## src/rtl/write_back_commit_pkg.sv

```systemverilog
// Shared definitions for the write-back / commit stage: RV32 major opcodes,
// commit record layout, FIFO geometry and opcode decode helpers.
package write_back_commit_pkg;

  // RV32 major opcodes seen in the W stage.
  localparam logic [6:0] LOAD   = 7'b0000011;
  localparam logic [6:0] STORE  = 7'b0100011;
  localparam logic [6:0] BRANCH = 7'b1100011;
  localparam logic [6:0] JAL    = 7'b1101111;
  localparam logic [6:0] JALR   = 7'b1100111;
  localparam logic [6:0] OP     = 7'b0110011;
  localparam logic [6:0] OP_IMM = 7'b0010011;
  localparam logic [6:0] LUI    = 7'b0110111;
  localparam logic [6:0] AUIPC  = 7'b0010111;
  localparam logic [6:0] SYSTEM = 7'b1110011;

  // Commit FIFO geometry: four entries, 2-bit pointers, 3-bit occupancy.
  localparam int FIFO_DEPTH = 4;
  typedef logic [1:0] ptr_t;
  typedef logic [2:0] count_t;
  localparam count_t FULL_COUNT = 3'd4;

  // Source of the register-file write data.
  typedef enum logic [1:0] {
    WB_SRC_ALU,
    WB_SRC_MEM,
    WB_SRC_LINK
  } wb_src_e;

  // One retired instruction as seen by the trace/difftest consumer.
  typedef struct packed {
    logic [31:0] pc;
    logic [31:0] instr;
    logic [31:0] next_pc;
    logic [31:0] wdata;
    logic [4:0]  rd;
    logic        wen;
  } commit_rec_t;

  // Loads write memory data, jumps write the link address, all else the ALU.
  function automatic wb_src_e wb_src(input logic [6:0] opcode);
    case (opcode)
      LOAD:      return WB_SRC_MEM;
      JAL, JALR: return WB_SRC_LINK;
      default:   return WB_SRC_ALU;
    endcase
  endfunction

  // Opcodes that produce a destination-register result.
  function automatic logic is_writing(input logic [6:0] opcode);
    case (opcode)
      LOAD, JAL, JALR, OP, OP_IMM, LUI, AUIPC: return 1'b1;
      default:                                 return 1'b0;
    endcase
  endfunction

endpackage

```

## src/rtl/write_back_commit_if.sv

```systemverilog
// Valid/ready channel carrying the head commit record to the trace consumer.
interface write_back_commit_if;

  logic        commit_valid_o;
  logic        commit_ready_i;
  logic [31:0] commit_pc_o;
  logic [31:0] commit_instr_o;
  logic [31:0] commit_next_pc_o;
  logic [31:0] commit_wdata_o;
  logic [4:0]  commit_rd_o;
  logic        commit_wen_o;

  // Producer side: the write-back stage.
  modport master (
    output commit_valid_o,
    output commit_pc_o,
    output commit_instr_o,
    output commit_next_pc_o,
    output commit_wdata_o,
    output commit_rd_o,
    output commit_wen_o,
    input  commit_ready_i
  );

  // Consumer side: trace / difftest.
  modport slave (
    input  commit_valid_o,
    input  commit_pc_o,
    input  commit_instr_o,
    input  commit_next_pc_o,
    input  commit_wdata_o,
    input  commit_rd_o,
    input  commit_wen_o,
    output commit_ready_i
  );

endinterface

```

## src/rtl/write_back_commit_fifo.sv

```systemverilog
// Four-entry first-word-fall-through FIFO holding commit records.
// A push while full is accepted only when the head is popped in the same cycle.
module commit_fifo
  import write_back_commit_pkg::*;
#(
  parameter int WIDTH = 8
) (
  input  logic             clk,
  input  logic             rst,
  input  logic             push,
  input  logic [WIDTH-1:0] push_data,
  input  logic             pop,
  output logic [WIDTH-1:0] pop_data,
  output logic             valid,
  output logic             full
);

  logic [WIDTH-1:0] mem [FIFO_DEPTH];
  ptr_t             wr_ptr;
  ptr_t             rd_ptr;
  count_t           count;
  logic             do_push;
  logic             do_pop;

  assign valid    = (count != 3'd0);
  assign full     = (count == FULL_COUNT);
  assign do_pop   = pop && valid;
  assign do_push  = push && (!full || do_pop);
  assign pop_data = mem[rd_ptr];

  // Pointer and occupancy bookkeeping; pointers wrap naturally from 3 to 0.
  always_ff @(posedge clk or posedge rst) begin
    // NOTE: state registers use non-blocking assignments so every flop samples
    // pre-edge values regardless of statement order.
    if (rst) begin
      wr_ptr <= '0;
      rd_ptr <= '0;
      count  <= '0;
    end else begin
      if (do_push) wr_ptr <= wr_ptr + 2'd1;
      if (do_pop)  rd_ptr <= rd_ptr + 2'd1;
      case ({do_push, do_pop})
        2'b10:   count <= count + 3'd1;
        2'b01:   count <= count - 3'd1;
        default: count <= count;
      endcase
    end
  end

  // Record storage.
  always_ff @(posedge clk) begin
    // NOTE: storage is deliberately left unreset; its contents are only observed
    // behind valid, and omitting reset keeps it a plain RAM.
    if (do_push) mem[wr_ptr] <= push_data;
  end

endmodule

```

## src/rtl/write_back_commit.sv

```systemverilog
// Write-back stage: selects register-file write data, gates the write on
// commit/stall, queues a commit record per retired instruction and keeps
// the minstret / mcycle counters.
module write_back_commit
  import write_back_commit_pkg::*;
(
  input  logic                clk_i,
  input  logic                rst_i,
  input  logic [6:0]          W_opcode_i,
  input  logic [4:0]          W_rd_i,
  input  logic [31:0]         W_valE_i,
  input  logic [31:0]         W_valM_i,
  input  logic [31:0]         W_default_pc_i,
  input  logic [31:0]         W_instr_i,
  input  logic [31:0]         W_pc_i,
  input  logic [31:0]         W_pre_pc_i,
  input  logic                W_commit_i,
  output logic                rf_wen_o,
  output logic [4:0]          rf_waddr_o,
  output logic [31:0]         rf_wdata_o,
  output logic                wb_stall_req_o,
  output logic [63:0]         minstret_o,
  output logic [63:0]         mcycle_o,
  write_back_commit_if.master commit
);

  logic [31:0] wdata;
  logic        push;
  logic        pop;
  logic        fifo_valid;
  logic        fifo_full;
  commit_rec_t push_rec;
  commit_rec_t head_rec;

  // Write-data select by opcode class.
  always_comb begin
    // NOTE: the default is assigned before the case so no path leaves wdata
    // unassigned, which would otherwise infer a latch.
    wdata = W_valE_i;
    case (wb_src(W_opcode_i))
      WB_SRC_MEM:  wdata = W_valM_i;
      WB_SRC_LINK: wdata = W_default_pc_i;
      default:     wdata = W_valE_i;
    endcase
  end

  // A full FIFO blocks W unless the head drains this very cycle.
  assign pop            = fifo_valid && commit.commit_ready_i;
  assign wb_stall_req_o = fifo_full && !pop;
  assign push           = W_commit_i && !wb_stall_req_o;

  assign rf_wen_o   = push && is_writing(W_opcode_i) && (W_rd_i != 5'd0);
  assign rf_waddr_o = W_rd_i;
  assign rf_wdata_o = wdata;

  assign push_rec = '{
    pc:      W_pc_i,
    instr:   W_instr_i,
    next_pc: W_pre_pc_i,
    wdata:   wdata,
    rd:      W_rd_i,
    wen:     rf_wen_o
  };

  commit_fifo #(
    .WIDTH($bits(commit_rec_t))
  ) u_commit_fifo (
    .clk       (clk_i),
    .rst       (rst_i),
    .push      (push),
    .push_data (push_rec),
    .pop       (pop),
    .pop_data  (head_rec),
    .valid     (fifo_valid),
    .full      (fifo_full)
  );

  // Head record presented on the commit channel.
  assign commit.commit_valid_o   = fifo_valid;
  assign commit.commit_pc_o      = head_rec.pc;
  assign commit.commit_instr_o   = head_rec.instr;
  assign commit.commit_next_pc_o = head_rec.next_pc;
  assign commit.commit_wdata_o   = head_rec.wdata;
  assign commit.commit_rd_o      = head_rec.rd;
  assign commit.commit_wen_o     = head_rec.wen;

  // Retired-instruction and cycle counters, both wrapping modulo 2^64.
  always_ff @(posedge clk_i or posedge rst_i) begin
    if (rst_i) begin
      mcycle_o   <= '0;
      minstret_o <= '0;
    end else begin
      mcycle_o <= mcycle_o + 64'd1;
      if (push) minstret_o <= minstret_o + 64'd1;
    end
  end

endmodule

```

## src/flat_wrapper.sv

```systemverilog
// flat-port wrapper written by rule: the top's interface ports become plain ports
module write_back_commit_flat import write_back_commit_pkg::*;
  (clk_i, rst_i, W_opcode_i, W_rd_i, W_valE_i, W_valM_i, W_default_pc_i, W_instr_i, W_pc_i, W_pre_pc_i, W_commit_i, rf_wen_o, rf_waddr_o, rf_wdata_o, wb_stall_req_o, minstret_o, mcycle_o, commit_commit_valid_o, commit_commit_pc_o, commit_commit_instr_o, commit_commit_next_pc_o, commit_commit_wdata_o, commit_commit_rd_o, commit_commit_wen_o, commit_commit_ready_i);
  write_back_commit_if commit_i ();
  input  logic clk_i;
  input  logic rst_i;
  input  logic [6:0] W_opcode_i;
  input  logic [4:0] W_rd_i;
  input  logic [31:0] W_valE_i;
  input  logic [31:0] W_valM_i;
  input  logic [31:0] W_default_pc_i;
  input  logic [31:0] W_instr_i;
  input  logic [31:0] W_pc_i;
  input  logic [31:0] W_pre_pc_i;
  input  logic W_commit_i;
  output logic rf_wen_o;
  output logic [4:0] rf_waddr_o;
  output logic [31:0] rf_wdata_o;
  output logic wb_stall_req_o;
  output logic [63:0] minstret_o;
  output logic [63:0] mcycle_o;
  output wire logic [$bits(commit_i.commit_valid_o)-1:0] commit_commit_valid_o;
  output wire logic [$bits(commit_i.commit_pc_o)-1:0] commit_commit_pc_o;
  output wire logic [$bits(commit_i.commit_instr_o)-1:0] commit_commit_instr_o;
  output wire logic [$bits(commit_i.commit_next_pc_o)-1:0] commit_commit_next_pc_o;
  output wire logic [$bits(commit_i.commit_wdata_o)-1:0] commit_commit_wdata_o;
  output wire logic [$bits(commit_i.commit_rd_o)-1:0] commit_commit_rd_o;
  output wire logic [$bits(commit_i.commit_wen_o)-1:0] commit_commit_wen_o;
  input wire logic [$bits(commit_i.commit_ready_i)-1:0] commit_commit_ready_i;
  assign commit_commit_valid_o = commit_i.commit_valid_o;
  assign commit_commit_pc_o = commit_i.commit_pc_o;
  assign commit_commit_instr_o = commit_i.commit_instr_o;
  assign commit_commit_next_pc_o = commit_i.commit_next_pc_o;
  assign commit_commit_wdata_o = commit_i.commit_wdata_o;
  assign commit_commit_rd_o = commit_i.commit_rd_o;
  assign commit_commit_wen_o = commit_i.commit_wen_o;
  assign commit_i.commit_ready_i = commit_commit_ready_i;
  write_back_commit u_core (.clk_i(clk_i), .rst_i(rst_i), .W_opcode_i(W_opcode_i), .W_rd_i(W_rd_i), .W_valE_i(W_valE_i), .W_valM_i(W_valM_i), .W_default_pc_i(W_default_pc_i), .W_instr_i(W_instr_i), .W_pc_i(W_pc_i), .W_pre_pc_i(W_pre_pc_i), .W_commit_i(W_commit_i), .rf_wen_o(rf_wen_o), .rf_waddr_o(rf_waddr_o), .rf_wdata_o(rf_wdata_o), .wb_stall_req_o(wb_stall_req_o), .minstret_o(minstret_o), .mcycle_o(mcycle_o), .commit(commit_i));
endmodule
```

## config.mk

```make
export PLATFORM = sky130hd
export DESIGN_NAME = write_back_commit_flat
export DESIGN_NICKNAME = d
export VERILOG_FILES = /design/src/rtl/write_back_commit_pkg.sv /design/src/rtl/write_back_commit_if.sv /design/src/rtl/write_back_commit_fifo.sv /design/src/rtl/write_back_commit.sv /design/src/flat_wrapper.sv
export SDC_FILE = /design/constraint.sdc
export NUM_CORES = 1
export LEC_CHECK = 0
export BUFFER_PORTS_ARGS = -buffer_cell sky130_fd_sc_hd__buf_2
export CORE_MARGIN = 10
export CORE_UTILIZATION = 55
export CTS_CLUSTER_DIAMETER = 120
export CTS_CLUSTER_SIZE = 14
export DETAILED_ROUTE_END_ITERATION = 10
export PLACE_DENSITY_LB_ADDON = 0.08
export SLEW_MARGIN = 20
export SYNTH_ARGS = -nofsm -noshare
export SYNTH_HDL_FRONTEND = slang
export SYNTH_SLANG_ARGS = --single-unit
```

## constraint.sdc

```tcl
create_clock -name clk_i -period 7.6 [get_ports clk_i]
set_input_delay 1.52 -clock clk_i [delete_from_list [all_inputs] [get_ports clk_i]]
set_output_delay 1.52 -clock clk_i [all_outputs]
set_load 0.01 [all_outputs]
```

# After elaboration in Yosys (flattened, before gate mapping)
# Memory sizes are Yosys's and may differ from the RTL's.
# Index checks and enable logic that the tools add are counted.
[totals]
regBits = 135
latchBits = 0
mem_bits_rw = 536
mem_bits_ro = 0
in_bits = 208
wordCells = 46
n_memories = 1
[mem_list]
columns = ["memory", "words", "word_bits", "read_ports", "rd_ports_with_merged_regs", "wr", "line", "rtl"]
rows = [
  ["u_core.u_commit_fifo.mem", 4, 134, 1, 0, 1, "write_back_commit_fifo.sv:18", "logic [WIDTH-1:0] mem [FIFO_DEPTH];"],
]
[op_classes]
add_sub_neg = 6
mul = 0
div_mod_pow = 0
order_cmp = 0
n_eq_ne = 12
n_shift = 0
n_mux = 6
bitwise = 0
n_reduce_logical = 16
[ops]
columns = ["operator", "n"]
rows = [
  ["adder 64 x 1 -> 64 bit (second input constant)", 2],
  ["one-hot mux 32 bit (2 select lines)", 1],
  ["equality test 7 x 5 -> 1 bit (second input constant)", 2],
  ["equality test 7 x 6 -> 1 bit (second input constant)", 2],
  ["equality test 7 bit (second input constant)", 2],
  ["equality test 7 x 2 -> 1 bit (second input constant)", 1],
  ["logical AND 1 bit", 7],
  ["OR reduction 7 bit", 1],
  ["one-hot mux 3 bit (2 select lines)", 1],
  ["nonzero test 5 bit", 1],
  ["adder 2 x 1 -> 2 bit (second input constant)", 2],
  ["equality test 2 x 1 -> 1 bit (second input constant)", 2],
  ["equality test 2 bit (second input constant)", 2],
  ["one-hot mux 2 bit (2 select lines)", 1],
  ["adder 3 x 1 -> 3 bit (second input constant)", 1],
  ["equality test 3 bit (second input constant)", 1],
  ["logical NOT 1 bit", 3],
  ["two-way mux 1 bit", 3],
  ["nonzero test 3 bit", 1],
  ["subtractor 3 x 1 -> 3 bit (second input constant)", 1],
  ["nonzero test 2 bit", 1],
  ["OR reduction 2 bit", 1],
  ["logical OR 1 bit", 1],
]

# Depth between registers and ports, before layout
# Gate-level depths: netlist of the first run.
[depth]
word_depth = 9
ltp_mapped = 9
depth_no_buf = 9

# Modules after synthesis
# Synthesis of the first run repeated with hierarchy kept, for this count alone.
[hier_totals]
hier_cells = 1409
area_unflattened_um2 = 26331.5
[by_module_without_submodules]
columns = ["mod", "instances", "cells_each", "area_per_inst_um2", "seq_area_each_um2"]
rows = [
  ["commit_fifo", 1, 754, 19792.7, 16270.6],
  ["write_back_commit", 1, 655, 6538.8, 3203.1],
]

# Worst setup path before layout of the first run
# No wires, ideal clock.
[synth_path]
path_type = "input-to-reg"
from = "input port commit_commit_ready_i"
to = "memory u_core.u_commit_fifo.mem[0][0] in the netlist's numbering (enable)"
setup_time_ns = 0.509
t_arrival_ns = 5.191
t_required_ns = 7.091
slack_ns = 1.900
cell_stages = 4
n_path_buf = 1
cell_sequence = "nor4b_1 > nor2b_1 > clkbuf_1 > and2_1"
[synth_between]
elab_chain_len = 8
word_cells_on_any_way = 10
classes_between = "2 x mux; 8 x reduce/logical"
[synth_rtl]
columns = ["item", "line", "rtl"]
rows = [
  ["start, declared", "flat_wrapper.sv:29", "input wire logic [$bits(commit_i.commit_ready_i)-1:0] commit_commit_ready_i;"],
  ["logical AND 1 bit (*)", "write_back_commit.sv:48", "assign pop = fifo_valid && commit.commit_ready_i;"],
  ["logical NOT 1 bit", "write_back_commit.sv:49", "assign wb_stall_req_o = fifo_full && !pop;"],
  ["logical AND 1 bit", "write_back_commit.sv:49", ""],
  ["logical NOT 1 bit", "write_back_commit.sv:50", "assign push = W_commit_i && !wb_stall_req_o;"],
  ["logical AND 1 bit", "write_back_commit.sv:50", ""],
  ["logical AND 1 bit (*)", "write_back_commit_fifo.sv:28", "assign do_push = push && (!full || do_pop);"],
  ["two-way mux 1 bit (*)", "write_back_commit_fifo.sv:54", "if (do_push) mem[wr_ptr] <= push_data;"],
  ["two-way mux 1 bit (implied by the code) (*)", "write_back_commit_fifo.sv:54", ""],
  ["end, declared", "write_back_commit_fifo.sv:18", ""],
]
# Mark *: on every way between the ends. The rest lies on a longest branch, timed or not.

# Worst setup path in the final report of the first run
[layout_path]
from = "input port W_opcode_i[6]"
to = "output port rf_wdata_o[15]"
[layout_between]
elab_chain_len = 5
word_cells_on_any_way = 8
classes_between = "5 x eq/ne; 2 x mux; 1 x reduce/logical"
[layout_rtl]
columns = ["item", "line", "rtl"]
rows = [
  ["start, declared", "flat_wrapper.sv:7", "input logic [6:0] W_opcode_i;"],
  ["equality test 7 bit", "write_back_commit_pkg.sv:42", "case (opcode)"],
  ["OR reduction 2 bit", "write_back_commit_pkg.sv:42", ""],
  ["one-hot mux 2 bit (2 select lines) (*)", "write_back_commit_pkg.sv:42", ""],
  ["equality test 2 bit / equality test 2 x 1 -> 1 bit (equally long branches)", "write_back_commit.sv:40", "case (wb_src(W_opcode_i))"],
  ["one-hot mux 32 bit (2 select lines) (*)", "write_back_commit.sv:40", ""],
  ["end, declared", "flat_wrapper.sv:18", "output logic [31:0] rf_wdata_o;"],
]
# Marks and branches as above.

==> results.txt, run 1 <==
----------------------------------------------------
[Critical path]
  Crit-path cells ... buf_2 > or3_1 > or4_1 > inv_1 > ha_1 > buf_4 > a22oi_1 > o21ai_0 > buf_2
  Critical path buffers and inverters ... 4
  Crit path max-delay family ... adder cells
  Critical path type ... input pin to primary output
  Critical Path Most Common Cell ... buf_2
  Maximum fanout along the worst path ... 20
  Critical Path Start Type ... input pin
  Category of the worst setup path capture point ... primary output
  Cell at the slowest stage of the critical path ... ha_1
  Critical path's largest stage delay ... 0.89 ns
  Data arrival, critical path ... about 4.7 ns
  Required time reported for the critical path endpoint ... 6.08 ns

[Synth]
  Synthesized net count ... 1600
  Number of warnings printed during yosys synthesis ... 0
  Sequential cell area fraction in the yosys report ... 0.745
  Number of library cell types mapped by synthesis ... 45
  Fraction of registers with async set/reset ... 0.201
  Number of synthesized register bits ... 671
  Top cells by instance count after synthesis ... edfxtp_1 (536), dfrtp_1 (135), mux4_2 (134)
  Dominant cells by area after synthesis ... edfxtp_1 (62%), dfrtp_1 (13%), mux4_2 (12%)
  Most frequent cell after synthesis ... edfxtp_1
  Synth top area share ... 0.616
  Post-synthesis instance total ... between 1000 and 1500
  Number of flops mapped to enable cells by yosys ... 536
  Yosys top cell by area ... edfxtp_1
  Cell Area, Synth ... 26100 µm²
  Syn_area_per_cell ... 18.9 µm²
  Most used flip-flop cell after synthesis ... edfxtp_1

[Clock network]
  Cts-stage hold buffer count ... 0
  Number of clock sinks ... 671
  Clock slew seen by the registers of the worst setup and hold paths ... around 0.070 ns
  Number of clock buffers inserted by TritonCTS ... 53
  Maximum clock path buffer count ... 3
  CTS tree ... done
  Post-cts gate resize count ... 0
  Later-pin clock latency in the skew report ... approximately 0.60 ns
  Post-CTS Repair Setup Buffers ... 0
  Deepest level of the CTS H-tree ... 2
  CTS Root Cell ... clkbuf_16

[Floorplan]
  Initial cell density of the core ... 0.559
  Number of core rows ... 79
  Core outline area ... 46800 µm²
  Die Outline Area ... ~57000 µm²
  I/O pins ... 510
  Horizontal die dimension ... about 240 µm
  Die outline height ... 238 µm

[Finish]
  Finished Core Util ... 0.660
  Final net count ... 2126
  Fraction of layout instances using a drive strength above 1 ... 0.382
  Synthesis-to-finish area growth ... 18.1%
  Final-layout fill cell count ... 3285
  Reg area ... between 15000 and 20000 µm²
  Area of the multi-input gates ... between 6000 and 7000 µm²
  Post-route non-filler standard cell count ... 2547

[Timing]
  Slew at the pin closest to its max-slew limit ... around 1.1 ns
  Worst rel slew slack ... 0.258
  Setup TNS after final layout ... 0 ns
  Count of endpoints failing hold in the final timing report ... 0
  Fin crit share ... 0.821
  Largest clock skew in the final design ... 0.0122 ns
  Unrepaired setup endpoints after global routing ... no
  Setup-violating endpoint count in the final report ... 0
  Fin crit period ... 6.24 ns
  Highest Clock Rate ... 160 MHz
  Number of slew-limit violations in the final report ... 0

[Place]
  Placed Cells ... 2460
  RD Place Congestion ... 0.856
  Detailed Place HPWL ... 43900 µm
  Count of input and output buffers ... 509

[Global routing]
  First-pass GRT wire length ... 95800 µm
  Largest net degree at the start of global routing ... between 70 and 80
  Antenna violations before repair ... 25
  Combined global-route utilization of all metal layers ... 0.223
  Number of global-route vias before repair ... 15181
  Overflow after GRT ... 0

[Pwr]
  Leak Pwr ... around 12 nW
  Power per cell area ... 328 nW/µm²
  Max VDD drop ... 192 µV

[Drt]
  Number of DRC markers after the initial detailed-route iteration ... around 1300
  Via/cell ratio ... 5.77
  Met2 wire len ... 31500 µm
  Total number of vias ... 14702
  Routed length on met1 ... 25300 µm
  Final Routed Wirelength ... 64300 µm
  Mean routed wirelength per cell ... 25.2 µm
  Top layer used by detailed routing ... met5
  First-pass iteration count of the detailed router ... 6
  # DRC ... 0
  Count of antenna-violating nets left after detailed routing ... 0
  Routed wl met3 ... 5550 µm

[Hold path]
  Class of the worst hold path ... flop to flop

[Flow run]
  Number of violations of the max-capacitance limit ... 0

[Status]
  Status ... finished clean

----------------------------------------------------
-- area by class of cell --
type / instances / area share
flip-flops and latches: 671 / 0.631
multi-input cells: 639 / 0.207
repair buffers: 525 / 0.0872
clock buffers: 71 / 0.0458
well taps: 607 / 0.0246
inverters: 18 / 0.00227
clock inverters: 2 / 0.00118
diodes: 14 / 0.00113
-- worst register-to-register path, cell delays in order (launching register included) --
cell	delay, ns
dfrtp_1	0.40
nor4b_1	0.20
nor2b_1	0.13
buf_4	0.21
and2_4	0.16
buf_4	0.75
buf_4	0.91
-- logic make-up (layout without fill, tap and decap cells) --
group	count (synthesis)	count (layout)	synth area share
flops	671	671	0.745
xor+xnor	131	131	0.0439
other cells	0	14	0
simple gates	295	295	0.0626
compound gates	68	68	0.0162
fa+ha+maj	10	10	0.00507
buf+inv	72	616	0.0117
mux	135	135	0.116
-- flip-flops by register name, summed over array words and instances, names as in the netlist --
name / count
u_core.u_commit_fifo.rd_ptr: 2
u_core.u_commit_fifo.mem: 536
u_core.mcycle_o: 64
u_core.u_commit_fifo.wr_ptr: 2
u_core.u_commit_fifo.count: 3
u_core.minstret_o: 64
-- cells in the final DEF (no fill, tap or decap), types with 16 or more instances in the layout --
| cell | instances |
|---|---|
| a22oi_1 | 32 |
| and3_1 | 18 |
| buf_2 | 509 |
| clkbuf_1 | 17 |
| clkbuf_16 | 54 |
| dfrtp_1 | 133 |
| edfxtp_1 | 536 |
| inv_1 | 17 |
| mux4_2 | 134 |
| nand2_1 | 79 |
| nand3_1 | 50 |
| nand4_1 | 39 |
| nor2_1 | 28 |
| nor3_1 | 16 |
| o21ai_0 | 34 |
| xnor2_1 | 87 |
| xor2_1 | 44 |
-- where the power goes --
group	leakage [nW]	internal (mW)	switching, mW
logic	4.44	1.21	1.56
clock network	0.702	1.29	1.19
registers	6.75	4.64	0.250
total	11.9	7.13	3.00
-- metal layers --
metal | vias up | global-route usage
met3 | 116 | 0.0700
met4 | 20 | 0.0765
met1 | 7501 | 0.289
met5 | - | 0
li1 | 6512 | -
met2 | 553 | 0.355
-- final timing paths --
| path | startpoint | end | slack (ns) | cells past startpoint |
|---|---|---|---|---|
| min reg2reg | u_core.minstret_o[63] | u_core.minstret_o[63] | 0.47 | 1 |
| max in group asynchronous | rst_i | u_core.u_commit_fifo.rd_ptr[1] | 5.06 | 3 |
| max reg2reg | u_core.u_commit_fifo.count[2] | u_core.u_commit_fifo.mem[3][125] | 4.40 | 6 |
| min in group asynchronous | rst_i | u_core.minstret_o[12] | 1.07 | 2 |
| min | u_core.minstret_o[63] | u_core.minstret_o[63] | 0.47 | 1 |
| max | W_opcode_i[6] | rf_wdata_o[15] | 1.36 | 9 |
-- metrics by stage --
| step | worst slack, ns | area, µm² | power (mW) | hold WS, ns |
|---|---|---|---|---|
| 5_1_grt | 1.20 | 30900 | 10.6 | 0.507 |
| 6_report | 1.36 | 30900 | 10.1 | 0.473 |
| 3_5_place_dp | 1.40 | 29400 | 7.82 | 0.460 |
| 4_1_cts | 1.39 | 30800 | 10.3 | 0.473 |
| 2_1_floorplan | 1.90 | 26100 | 6.63 | 0.447 |
| 3_3_place_gp | 1.58 | 29400 | 7.78 | 0.450 |
No activity file was read; power rests on OpenSTA's default activity.
==> run 2: changes to the inputs <==
CORE_UTILIZATION = 50   (was 55)
clock period = 5.4 ns   (was 7.6 ns; I/O delays follow)
==> results.txt, run 2 (synthesis results as in run 1) <==
----------------------------------------------------
[Pwr]
  Switching share of power ... 0.296 (+0.000359)
  Max VDD drop ... 540 µV (+180%)
  Final total power ... 14.3 mW (+41%)
  Proportion of power drawn by the clock network ... 0.245 (about the same)
  Internal power contribution ... 10.0 mW (+41%)
  Proportion of power drawn by flip-flops and latches ... 0.475 (-0.008)
  Power per cell area ... 461 nW/µm² (+40%)
  Power spent charging and discharging nets ... 4.23 mW (+41%)
  Leak Pwr ... 11.9 nW (unchanged)
  Gate power share ... 0.281 (+0.008)

[Clock network]
  Post-CTS Repair Setup Buffers ... 0 (unchanged)
  Number of clock sinks ... 671 (unchanged)
  Deepest level of the CTS H-tree ... 2 (unchanged)
  Clock slew seen by the registers of the worst setup and hold paths ... 0.07 ns (about the same)
  Cts-stage hold buffer count ... 0 (unchanged)
  Maximum clock path buffer count ... 3 (unchanged)
  CTS Root Cell ... clkbuf_16
  Post-cts gate resize count ... 0 (unchanged)
  CTS tree ... done
  Number of clock buffers inserted by TritonCTS ... 53 (unchanged)
  Later-pin clock latency in the skew report ... 0.60 ns (about the same)

[Timing]
  Unrepaired setup endpoints after global routing ... no
  Worst rel slew slack ... 0.298 (+0.0403)
  Setup-violating endpoint count in the final report ... 0 (unchanged)
  Number of slew-limit violations in the final report ... 0 (unchanged)
  Slew at the pin closest to its max-slew limit ... 1.05 ns (-0.0604 ns)
  Count of endpoints failing hold in the final timing report ... 0 (unchanged)
  Setup TNS after final layout ... 0 ns (unchanged)
  Highest Clock Rate ... 204 MHz
  Fin crit share ... 0.906
  Fin crit period ... 4.89 ns
  Largest clock skew in the final design ... 0.0184 ns (+0.00621 ns)

[Place]
  RD Place Congestion ... 0.912 (+6.5%)
  Count of input and output buffers ... 509 (unchanged)
  Detailed Place HPWL ... 44700 µm (+1.8%)

[Finish]
  Fraction of layout instances using a drive strength above 1 ... 0.382 (-0.000396)
  Most common library cell in the layout ignoring fill and taps ... edfxtp_1
  Most used cells in the layout excluding fill and tap cells ... edfxtp_1 (536), buf_2 (509), mux4_2 (134)
  Number of flip-flops in the largest register ... 536 (unchanged)
  Final net count ... 2127 (+0.047%)
  Biggest register ... u_core.u_commit_fifo.mem
  Finished Core Util ... 0.601 (-0.0592)
  Largest registers ... u_core.u_commit_fifo.mem: 536 flops, u_core.mcycle_o: 64 flops, u_core.minstret_o: 64 flops
  Synthesis-to-finish area growth ... 18.4%
  Area of the multi-input gates ... 6380 µm² (unchanged)
  Reg area ... 19500 µm² (unchanged)
  Final-layout fill cell count ... 3960 (+21%)

[Floorplan]
  I/O pins ... 510 (unchanged)
  Die Outline Area ... 61800 µm² (+9.1%)
  Initial cell density of the core ... 0.508 (-0.0516)
  Die outline height ... 249 µm (+4.5%)
  Horizontal die dimension ... 249 µm (+4.5%)
  Number of core rows ... 83 (+5.1%)
  Core outline area ... 51500 µm² (+10%)

[Drt]
  Mean routed wirelength per cell ... 24.9 µm (-1.3%)
  First-pass iteration count of the detailed router ... 5 (-1)
  Number of DRC markers after the initial detailed-route iteration ... 1008 (-22%)
  Final Routed Wirelength ... 65200 µm (+1.4%)
  Total number of vias ... 14616 (-0.58%)
  Via/cell ratio ... 5.58 (-3.3%)
  Count of antenna-violating nets left after detailed routing ... 0 (unchanged)
  # DRC ... 0 (unchanged)

[Critical path]
  Maximum fanout along the worst path ... 44 (+120%)
  Critical Path Start Type ... input pin
  Category of the worst setup path capture point ... primary output
  Cell at the slowest stage of the critical path ... ha_2
  RR Startpoint ... u_core.u_commit_fifo.count[2]
  Critical Path Most Common Cell ... buf_2
  Data arrival, critical path ... 3.81 ns (-0.91 ns)
  Critical path type ... input pin to primary output
  Critical path's largest stage delay ... 0.86 ns (-0.03 ns)
  Required time reported for the critical path endpoint ... 4.32 ns (-1.76 ns)
  Crit-path cells ... buf_2 > or3_1 > or4_1 > ha_2 > buf_4 > nand2_1 > o21ai_0 > buf_2
  Beginning of the critical path ... W_opcode_i[6]

[Global routing]
  Combined global-route utilization of all metal layers ... 0.206 (-0.0167)
  First-pass GRT wire length ... 97800 µm (+2.2%)
  Antenna violations before repair ... 20 (-20%)
  Overflow after GRT ... 0 (unchanged)
  Largest net degree at the start of global routing ... 124 (+68%)
  Number of global-route vias before repair ... 15066 (-0.76%)

[Status]
  Status ... finished clean

[Flow run]
  Number of violations of the max-capacitance limit ... 0 (unchanged)

[Hold path]
  Class of the worst hold path ... flop to flop
  Hold Startpoint ... u_core.minstret_o[63]

----------------------------------------------------
run 2: cell types whose count changed in the layout (fill, tap and decap cells not counted):
| cell | previous run | this run |
|---|---|---|
| inv_16 | 1 | 0 |
| clkbuf_1 | 17 | 19 |
| diode_2 | 14 | 10 |
| buf_12 | 2 | 3 |
run 2: power by group through the flow:
stage                     Sequential [mW]  Combinational, mW  Clock, mW
final                                6.78               4.01       3.49
after floorplan                      6.87               2.46          0
after CTS                            6.79               4.16       3.60
after detailed placement             6.90               4.15          0
after global placement               6.85               4.14          0
after global routing                 6.85               4.33       3.79
run 2: final cells by class:
| class | count | share of cell area |
|---|---|---|
| Timing Repair Buffer | 526 | 0.0876 |
| Multi-Input combinational cell | 639 | 0.206 |
| Tap cell | 680 | 0.0275 |
| Sequential cell | 671 | 0.629 |
| Antenna cell | 10 | 0.000808 |
| Clock buffer | 73 | 0.0460 |
| Inverter | 18 | 0.00226 |
| Clock inverter | 1 | 0.000525 |
run 2: critical path: cells and delay by family:
family / cells / cell delay, ns
and+or+nand+nor: 3 / 0.94
adders and majority gates: 1 / 0.86
AOI/OAI and AO/OA: 1 / 0.25
buffers and inverters: 3 / 0.68
run 2: worst paths after layout:
path / to / slack [ns] / cells past startpoint
worst min register to register: u_core.minstret_o[63] / 0.48 / 1
worst min-delay path: u_core.minstret_o[63] / 0.48 / 1
min in group asynchronous: u_core.minstret_o[14] / 0.56 / 2
worst max register to register: u_core.u_commit_fifo.mem[2][14] / 1.95 / 4
worst max-delay path: rf_wdata_o[2] / 0.51 / 8
max in group asynchronous: u_core.mcycle_o[43] / 3.78 / 3
run 2: metrics by stage:
step	cells	hold slack [ns]	setup slack [ns]	instance area, µm²
2_1_floorplan	1382	0.447	0.140	26100
3_3_place_gp	2534	0.467	0.627	29500
3_5_place_dp	2534	0.459	0.523	29500
4_1_cts	2608	0.481	0.519	30900
5_1_grt	2617	0.498	0.345	31000
6_report	2618	0.477	0.510	31000
run 2: metal layers:
metal  global-route usage  routed length (µm)  vias to the layer above
met4               0.0651                1620                       16
li1                     -                   -                     6504
met1                0.269               26200                     7506
met5                    0                 126                        -
met3               0.0687                5560                      113
met2                0.324               31700                      477
